### src/rtl/ibex_obi_sram_responder.sv
// -----------------------------------------------------------------------------
// ibex_obi_sram_responder
//
// OBI-style memory responder that serves one Ibex fetch or load/store port
// from a single-port SRAM macro. One instance sits directly in front of the
// core's instr_* or data_* inputs.
//
// Features:
//   - programmable grant wait (req_i must be held GntWaitCycles cycles)
//   - fixed response latency of ReadLatency cycles after the grant
//   - limit of MaxOutstanding granted-but-unanswered requests
//   - out-of-window accesses answered with err_o and never reach the SRAM
//   - rdata_intg_o carries SECDED (inverted 39/32) check bits of rdata_o
//
// Ports:
//   clk_i, rst_ni        clock, asynchronous active-low reset
//   req_i/gnt_o          request handshake (gnt_o combinational)
//   addr_i, we_i, be_i,  request attributes
//   wdata_i
//   rvalid_o, rdata_o,   single-cycle response, no backpressure
//   rdata_intg_o, err_o
//   mem_req_o, mem_we_o, SRAM macro port; mem_rdata_i is valid one cycle
//   mem_addr_o,          after mem_req_o
//   mem_wdata_o,
//   mem_wmask_o,
//   mem_rdata_i
// -----------------------------------------------------------------------------
module ibex_obi_sram_responder #(
  parameter logic [31:0] AddrBase       = 32'h0010_0000,
  parameter int unsigned MemSizeBytes   = 65536,
  parameter int unsigned ReadLatency    = 1,
  parameter int unsigned MaxOutstanding = 2,
  parameter int unsigned GntWaitCycles  = 0,
  localparam int unsigned AW            = $clog2(MemSizeBytes) - 2
) (
  input  logic          clk_i,
  input  logic          rst_ni,

  input  logic          req_i,
  output logic          gnt_o,
  input  logic [31:0]   addr_i,
  input  logic          we_i,
  input  logic [3:0]    be_i,
  input  logic [31:0]   wdata_i,

  output logic          rvalid_o,
  output logic [31:0]   rdata_o,
  output logic [6:0]    rdata_intg_o,
  output logic          err_o,

  output logic          mem_req_o,
  output logic          mem_we_o,
  output logic [AW-1:0] mem_addr_o,
  output logic [31:0]   mem_wdata_o,
  output logic [31:0]   mem_wmask_o,
  input  logic [31:0]   mem_rdata_i
);

  localparam int unsigned OutW  = $clog2(MaxOutstanding + 1);
  localparam int unsigned WaitW = (GntWaitCycles > 0) ? $clog2(GntWaitCycles + 1) : 1;

  // ---------------------------------------------------------------------------
  // SECDED inverted 39/32 encoder, check bits only. The inversion constant
  // makes an all-zero word carry non-zero check bits, so a stuck-at-zero bus
  // is detectable.
  // ---------------------------------------------------------------------------
  function automatic logic [6:0] secded_inv_39_32_chk(input logic [31:0] d);
    logic [6:0] c;
    c[0] = ^(d & 32'h2606_BD25);
    c[1] = ^(d & 32'hDEBA_8050);
    c[2] = ^(d & 32'h413D_89AA);
    c[3] = ^(d & 32'h3123_4ED1);
    c[4] = ^(d & 32'hC2C1_323B);
    c[5] = ^(d & 32'h2DCC_624C);
    c[6] = ^(d & 32'h9850_5586);
    return c ^ 7'h2A;
  endfunction

  // ---------------------------------------------------------------------------
  // Address decode. The subtraction wraps, so addresses below AddrBase become
  // huge offsets and fail the single unsigned compare.
  // ---------------------------------------------------------------------------
  logic [31:0] offset;
  logic        in_range;

  assign offset   = addr_i - AddrBase;
  assign in_range = (offset < MemSizeBytes);

  // ---------------------------------------------------------------------------
  // Grant wait counter and outstanding counter
  // ---------------------------------------------------------------------------
  logic [WaitW-1:0] wait_cnt_q, wait_cnt_d;
  logic [OutW-1:0]  outst_q, outst_d;
  logic             wait_done;
  logic             room;
  logic             retire;

  assign wait_done = (wait_cnt_q == WaitW'(GntWaitCycles));
  assign room      = (outst_q < OutW'(MaxOutstanding)) | retire;
  assign gnt_o     = req_i & wait_done & room;

  // NOTE: every signal assigned in an always_comb gets a default first, so no
  // path through the block leaves it unassigned and no latch is inferred.
  always_comb begin
    wait_cnt_d = wait_cnt_q;
    if (!req_i || gnt_o) begin
      wait_cnt_d = '0;
    end else if (!wait_done) begin
      // Saturates at GntWaitCycles while a grant is blocked by outst.
      wait_cnt_d = wait_cnt_q + WaitW'(1);
    end
  end

  always_comb begin
    outst_d = outst_q;
    unique case ({gnt_o, retire})
      2'b10:   outst_d = outst_q + OutW'(1);
      2'b01:   outst_d = outst_q - OutW'(1);
      default: outst_d = outst_q;
    endcase
  end

  // NOTE: sequential state uses non-blocking assignments so that every
  // register samples the pre-edge values of the others, independent of
  // evaluation order.
  always_ff @(posedge clk_i or negedge rst_ni) begin
    if (!rst_ni) begin
      wait_cnt_q <= '0;
      outst_q    <= '0;
    end else begin
      wait_cnt_q <= wait_cnt_d;
      outst_q    <= outst_d;
    end
  end

  // ---------------------------------------------------------------------------
  // SRAM access in the grant cycle. Out-of-range grants never strobe the
  // macro; mem_we_o is qualified so the macro never sees a stray write.
  // ---------------------------------------------------------------------------
  assign mem_req_o   = gnt_o & in_range;
  assign mem_we_o    = mem_req_o & we_i;
  assign mem_addr_o  = offset[AW+1:2];
  assign mem_wdata_o = wdata_i;
  assign mem_wmask_o = {{8{be_i[3]}}, {8{be_i[2]}}, {8{be_i[1]}}, {8{be_i[0]}}};

  // ---------------------------------------------------------------------------
  // Response pipeline: stage i holds the attributes of the grant issued i+1
  // cycles ago; the last stage is the response presented to the core.
  // ---------------------------------------------------------------------------
  logic [ReadLatency-1:0] vld_q;
  logic [ReadLatency-1:0] we_q;
  logic [ReadLatency-1:0] err_q;

  // NOTE: the pipeline is reset (not left to power-up values) because an
  // asynchronous reset must discard in-flight responses; a stale valid bit
  // would otherwise produce an rvalid_o after release.
  always_ff @(posedge clk_i or negedge rst_ni) begin
    if (!rst_ni) begin
      vld_q <= '0;
      we_q  <= '0;
      err_q <= '0;
    end else begin
      vld_q[0] <= gnt_o;
      we_q[0]  <= we_i;
      err_q[0] <= ~in_range;
      for (int i = 1; i < ReadLatency; i++) begin
        vld_q[i] <= vld_q[i-1];
        we_q[i]  <= we_q[i-1];
        err_q[i] <= err_q[i-1];
      end
    end
  end

  assign retire   = vld_q[ReadLatency-1];
  assign rvalid_o = retire;
  assign err_o    = vld_q[ReadLatency-1] & err_q[ReadLatency-1];

  // ---------------------------------------------------------------------------
  // Read data path. With a single-cycle latency the SRAM output is forwarded
  // combinationally; otherwise it is captured when stage 0 is a valid read
  // (the cycle mem_rdata_i is valid) and carried alongside the valid bits.
  // Anything that is not a successful read carries zero.
  // ---------------------------------------------------------------------------
  if (ReadLatency == 1) begin : g_rdata_pass
    assign rdata_o = (vld_q[0] & ~we_q[0] & ~err_q[0]) ? mem_rdata_i : 32'h0;
  end else begin : g_rdata_pipe
    // rdata_q[i] lines up with pipeline stage i+1.
    logic [31:0] rdata_q [ReadLatency-1];

    always_ff @(posedge clk_i or negedge rst_ni) begin
      if (!rst_ni) begin
        for (int i = 0; i < ReadLatency - 1; i++) begin
          rdata_q[i] <= 32'h0;
        end
      end else begin
        rdata_q[0] <= (vld_q[0] & ~we_q[0] & ~err_q[0]) ? mem_rdata_i : 32'h0;
        for (int i = 1; i < ReadLatency - 1; i++) begin
          rdata_q[i] <= rdata_q[i-1];
        end
      end
    end

    assign rdata_o = rdata_q[ReadLatency-2];
  end

  assign rdata_intg_o = secded_inv_39_32_chk(rdata_o);

endmodule

### config.mk
export PLATFORM = sky130hd
export DESIGN_NAME = ibex_obi_sram_responder
export DESIGN_NICKNAME = d
export VERILOG_FILES = /design/src/rtl/ibex_obi_sram_responder.sv
export SDC_FILE = /design/constraint.sdc
export NUM_CORES = 1
export LEC_CHECK = 0
export ABC_AREA = 1
export CELL_PAD_IN_SITES_DETAIL_PLACEMENT = 1
export CELL_PAD_IN_SITES_GLOBAL_PLACEMENT = 1
export CORE_ASPECT_RATIO = 1.2
export CORE_UTILIZATION = 17
export DETAILED_ROUTE_END_ITERATION = 6
export MAX_ROUTING_LAYER = met4
export PLACE_DENSITY_LB_ADDON = 0.1
export SLEW_MARGIN = 20
export SYNTH_ARGS = -nofsm -noshare
export SYNTH_HDL_FRONTEND = slang
export SYNTH_SLANG_ARGS = --single-unit
### constraint.sdc
create_clock -name clk_i -period 1.8 [get_ports clk_i]
set_input_delay 0.27 -clock clk_i [delete_from_list [all_inputs] [get_ports clk_i]]
set_output_delay 0.27 -clock clk_i [all_outputs]
set_load 0.05 [all_outputs]
== Word-level counts from Yosys, hierarchy flattened ==
Index checks and enable logic that the tools add are counted.
Word-level totals
  input port bits: 104
  register bits after elaboration: 6
  logic and storage cells: 40
  output and inout port bits: 122
Cells by class
  add/sub/neg operators: 4
  eq/ne operators: 2
  order comparisons: 2
  bitwise gates (word level): 13
  reductions and logical operators: 10
  multiplexer cells: 4
Operators by type and width (count)
  XOR reduction 32 bit: 7
  < comparator 32 x 17 -> 1 bit (second input constant): 1
  2-to-1 mux 32 bit: 1
  subtractor 32 x 21 -> 32 bit (second input constant): 1
  bitwise AND 1 bit: 7
  NOT 1 bit: 4
  case mux 2 bit (2 select lines): 1
  NOT 3 bit: 1
  adder 2 x 1 -> 2 bit (second input constant): 1
  equality test 2 x 1 -> 1 bit (second input constant): 1
  equality test 2 bit (second input constant): 1
  < comparator 2 bit (second input constant): 1
  2-to-1 mux 1 bit: 2
  nonzero test 2 bit: 1
  subtractor 2 x 1 -> 2 bit (second input constant): 1
  adder 1 bit (second input constant): 1
  logical NOT 1 bit: 1
  logical OR 1 bit: 1
  bitwise OR 1 bit: 1

== Depth between registers and ports, before layout ==
  depth after elaboration: 6
  depth in mapped cells: 14
  depth with buffers taken out: 13

== Worst setup path after synthesis ==
No wires, ideal clock.
  path kind: reg2out
  start point: register vld_q, in the netlist rvalid_o
  end point: output port mem_we_o
  data arrival time: 3077 ps
  cell stages (with the launch flop): 5
  path buffers: 0
  data required time: 1530 ps
  slack: -1547 ps
  path through: dfrtp_1 > inv_1 > a21oi_1 > inv_1 > nor3b_1
On the way
  longest elaborated chain between the ends: 4
Ends and longest elaborated chain
  start, declared: line 150  | logic [ReadLatency-1:0] vld_q;
  start signal, assigned by index: line 167  | vld_q[i] <= vld_q[i-1];
  bitwise OR 1 bit: line 99  | assign room = (outst_q < OutW'(MaxOutstanding)) | retire;
  bitwise AND 1 bit: line 100  | assign gnt_o = req_i & wait_done & room;
  named net gnt_o: line 40  | output logic gnt_o,
  bitwise AND 1 bit: line 140  | assign mem_req_o = gnt_o & in_range;
  bitwise AND 1 bit: line 141  | assign mem_we_o = mem_req_o & we_i;
  end, declared: line 52  | output logic mem_we_o,
The timed path passes the listed nets, and every way through them passes these cells.

== Worst setup path after layout ==
  start point: register err_q
  end point: output port rdata_intg_o[5]
On the way
  longest elaborated chain between the ends: 5
Ends and longest elaborated chain
  start, declared: line 152  | logic [ReadLatency-1:0] err_q;
  start signal, assigned by index: line 169  | err_q[i] <= err_q[i-1];
  NOT 1 bit: line 185  | assign rdata_o = (vld_q[0] & ~we_q[0] & ~err_q[0]) ? mem_rdata_i : 32'h0;
  bitwise AND 1 bit: line 185
  2-to-1 mux 32 bit: line 185
  XOR reduction 32 bit: line 74  | c[5] = ^(d & 32'h2DCC_624C);
  NOT 3 bit (no source line)
  end, declared: line 48  | output logic [6:0] rdata_intg_o,
Every way passes these cells.

==> flow_summary.json <==
{
  "outcome": "finished with violations",
  "violations": "DRC, setup timing",
  "ios": 226,
  "wl_per_cell_um": 12.5,
  "yosysWarningCount": 0,
  "cts.sinks": 5,
  "fmaxAchievable_mhz": 422,
  "yosysSeqAreaShare": 0.0515,
  "clk_latency_ns": 0.22,
  "cts_buffer_depth": 2,
  "grt_pass1_vias": 3270,
  "cap_viol_max_count": 0,
  "portBuffers": 95,
  "rows": 47,
  "period_minus_slack_ns": 2.37,
  "yosys.area.top_type": "nand2_1",
  "grt_pass1_wl_mm": 15.3,
  "cts-buffers-inserted": 3,
  "grt_use_total": 0.128,
  "vdd_drop_max_v": 0.000916,
  "drive_gt1_frac": 0.416,
  "first_pass_iters": 6,
  "synth_cells": 462,
  "worst_pin_slew_ns": 0.255,
  "final_antenna_net_count": 0,
  "clock_skew_ns": 0.00150,
  "die_h_um": 133,
  "hold_viol": 0,
  "avgViaCountPerCell": 4.06,
  "post-route-util": 0.340,
  "slew_viol_final": 0,
  "tritoncts": "built",
  "synth-main-ff-cell": "dfrtp_1",
  "rsz0062_at_grt": "true",
  "vias": 3022,
  "synth_async_sr_flop_share": 1.00,
  "gp_congestion": 0.787,
  "timing.final.crit_share": 1.32,
  "p_per_area_nw_per_um2": 235,
  "antenna_found_initial": 0,
  "crit_path_end_kind": "primary output",
  "cp.required_ns": 1.53,
  "nets": 680,
  "fill_cells": 1711,
  "pre_cts_ws_ns": -0.555,
  "ys_top_cells_by_count": "177 x nand2_1, 79 x buf_4, 69 x inv_1",
  "drc": 21,
  "synth_top_area_frac": 0.273,
  "clockRootBuffer": "clkbuf_16",
  "crit_fanout": 12,
  "synth_edf_count": 0,
  "final-setup-viol-count": 8,
  "p_leak_nw": 2.30,
  "drt_iter0_drc": 83,
  "ys_seq_elements": 5,
  "synthTopCellsByArea": "nand2_1 27%, buf_4 24%, inv_1 11%",
  "fin_ws_ns": -0.569,
  "critPathLaunchType": "register",
  "worstHoldPathType": "input pin to asynchronous set/reset pin",
  "wirelength_mm": 9.29,
  "finalHoldWorstSlack_ns": 0.283,
  "die_w_um": 111,
  "dp_hpwl_mm": 8.08,
  "arrival_ns": 2.10,
  "ff2ff_path_depth": 10,
  "yosysMostFrequentCell": "nand2_1",
  "grt_overflow_total": 0,
  "initial_utilization": 0.175,
  "dieArea_um2": 14800,
  "yosysUniqueCellTypes": 28,
  "slew_headroom": 0.829,
  "synth_area_um2": 2430,
  "core_region_area_um2": 13900,
  "syn_area_per_cell_um2": 5.26,
  "area_growth_pct": 94.3,
  "synth_nets": 567,
  "clk_pin_slew_worst_paths_ns": 0.03,
  "cts_hold_buf": 0,
  "antennaDiodeCount": 0,
  "setup.worst_path.class": "register to primary output",
  "htreeDepth": 1,
  "grt_max_degree": 16
}
state kept, by name, indices dropped and copies added (netlist names):
| signal | count |
|---|---|
| rvalid_o | 1 |
| outst_q | 2 |
| we_q | 1 |
| err_q | 1 |
where the power goes:
group          total [mW]  switching [mW]  internal [mW]
Clock               0.358          0.0648          0.293
Combinational       0.568           0.268          0.300
Sequential          0.185          0.0350          0.150
area by class of cell:
type / count / area [um^2] / area share
Clock buffer: 4 / 78.8 / 0.0167
Tap cell: 171 / 214 / 0.0453
Multi-Input combinational cell: 304 / 1820 / 0.385
Sequential cell: 5 / 129 / 0.0273
Inverter: 71 / 283 / 0.0599
Timing Repair Buffer: 190 / 2200 / 0.466
per-layer routing:
metal,wire (um),global-route usage
met5,0,-
met4,73,0.0248
met3,343,0.0110
met2,5120,0.248
met1,3760,0.141
layout by cell type, fill, tap and decap left out, types with 3 or more instances in the layout:
cell type and instances:
a21oi_2 3, dlygate4sd2_1 7, nand2_1 149, nand2_4 4
dlymetal6s2s_1 3, xnor2_1 7, buf_6 15, nand3_1 30
buf_12 46, nor2_4 28, nand4_1 5, o21ai_2 8
nor2_1 8, clkdlybuf4s50_1 38, clkdlybuf4s15_1 3, buf_4 77
a21oi_1 6, inv_2 4, nand2_2 24, inv_4 5
inv_1 61, dfrtp_1 4, xor2_1 3, clkbuf_16 4
nand3_2 3, nand3b_1 3, nor2_2 4
stage by stage:
stage | setup TNS, ns | cells | instance area [um^2] | power, mW
final | -3.70 | 745 | 4720 | 1.11
after global routing | -5.51 | 745 | 4720 | 1.17
after CTS | -4.02 | 733 | 4470 | 1.07
after detailed placement | -3.68 | 727 | 4260 | 0.697
after global placement | -3.44 | 727 | 4260 | 0.688
after floorplan | -4.29 | 462 | 2660 | 0.884
worst max-delay path, stage by stage, from the launching register on:
cell     delay, ns
dfrtp_1       0.38
inv_2         0.08
nand3_4       0.14
buf_12        0.20
buf_4         0.15
a21oi_1       0.17
nand2_1       0.08
nand2_1       0.07
nand2_1       0.05
nand2_1       0.07
nand2_1       0.05
nand2_1       0.07
nand2_1       0.05
nand2_1       0.07
nand2_2       0.06
buf_12        0.15
worst paths after layout:
check                      slack, ns       start               to
setup / recovery               -0.57       err_q  rdata_intg_o[5]
hold / removal                  0.28      rst_ni             we_q
setup reg to reg                0.09    rvalid_o       outst_q[1]
hold reg to reg                 0.50  outst_q[0]       outst_q[0]
max in group asynchronous       1.29      rst_ni         rvalid_o
min in group clk_i              0.45  addr_i[29]            err_q
cell families (layout without fill, tap and decap cells):
| logic type | count (synthesis) | count (layout) | synth area share |
|---|---|---|---|
| buffers and inverters | 153 | 265 | 0.365 |
| flip-flops | 5 | 5 | 0.0515 |
| XOR/XNOR | 13 | 13 | 0.0468 |
| AND/OR/NAND/NOR | 265 | 265 | 0.474 |
| AO/OA/AOI/OAI | 25 | 25 | 0.0576 |
| adder cells (fa/ha/maj) | 1 | 1 | 0.00515 |
what timing repair did:
action	in CTS	in global routing
cloned	0	1
setup buffers	2	12
gates resized for setup	48	47
pin swaps	9	11
setup endpoints to repair	12	15
Power figures use the tool's default switching activity.
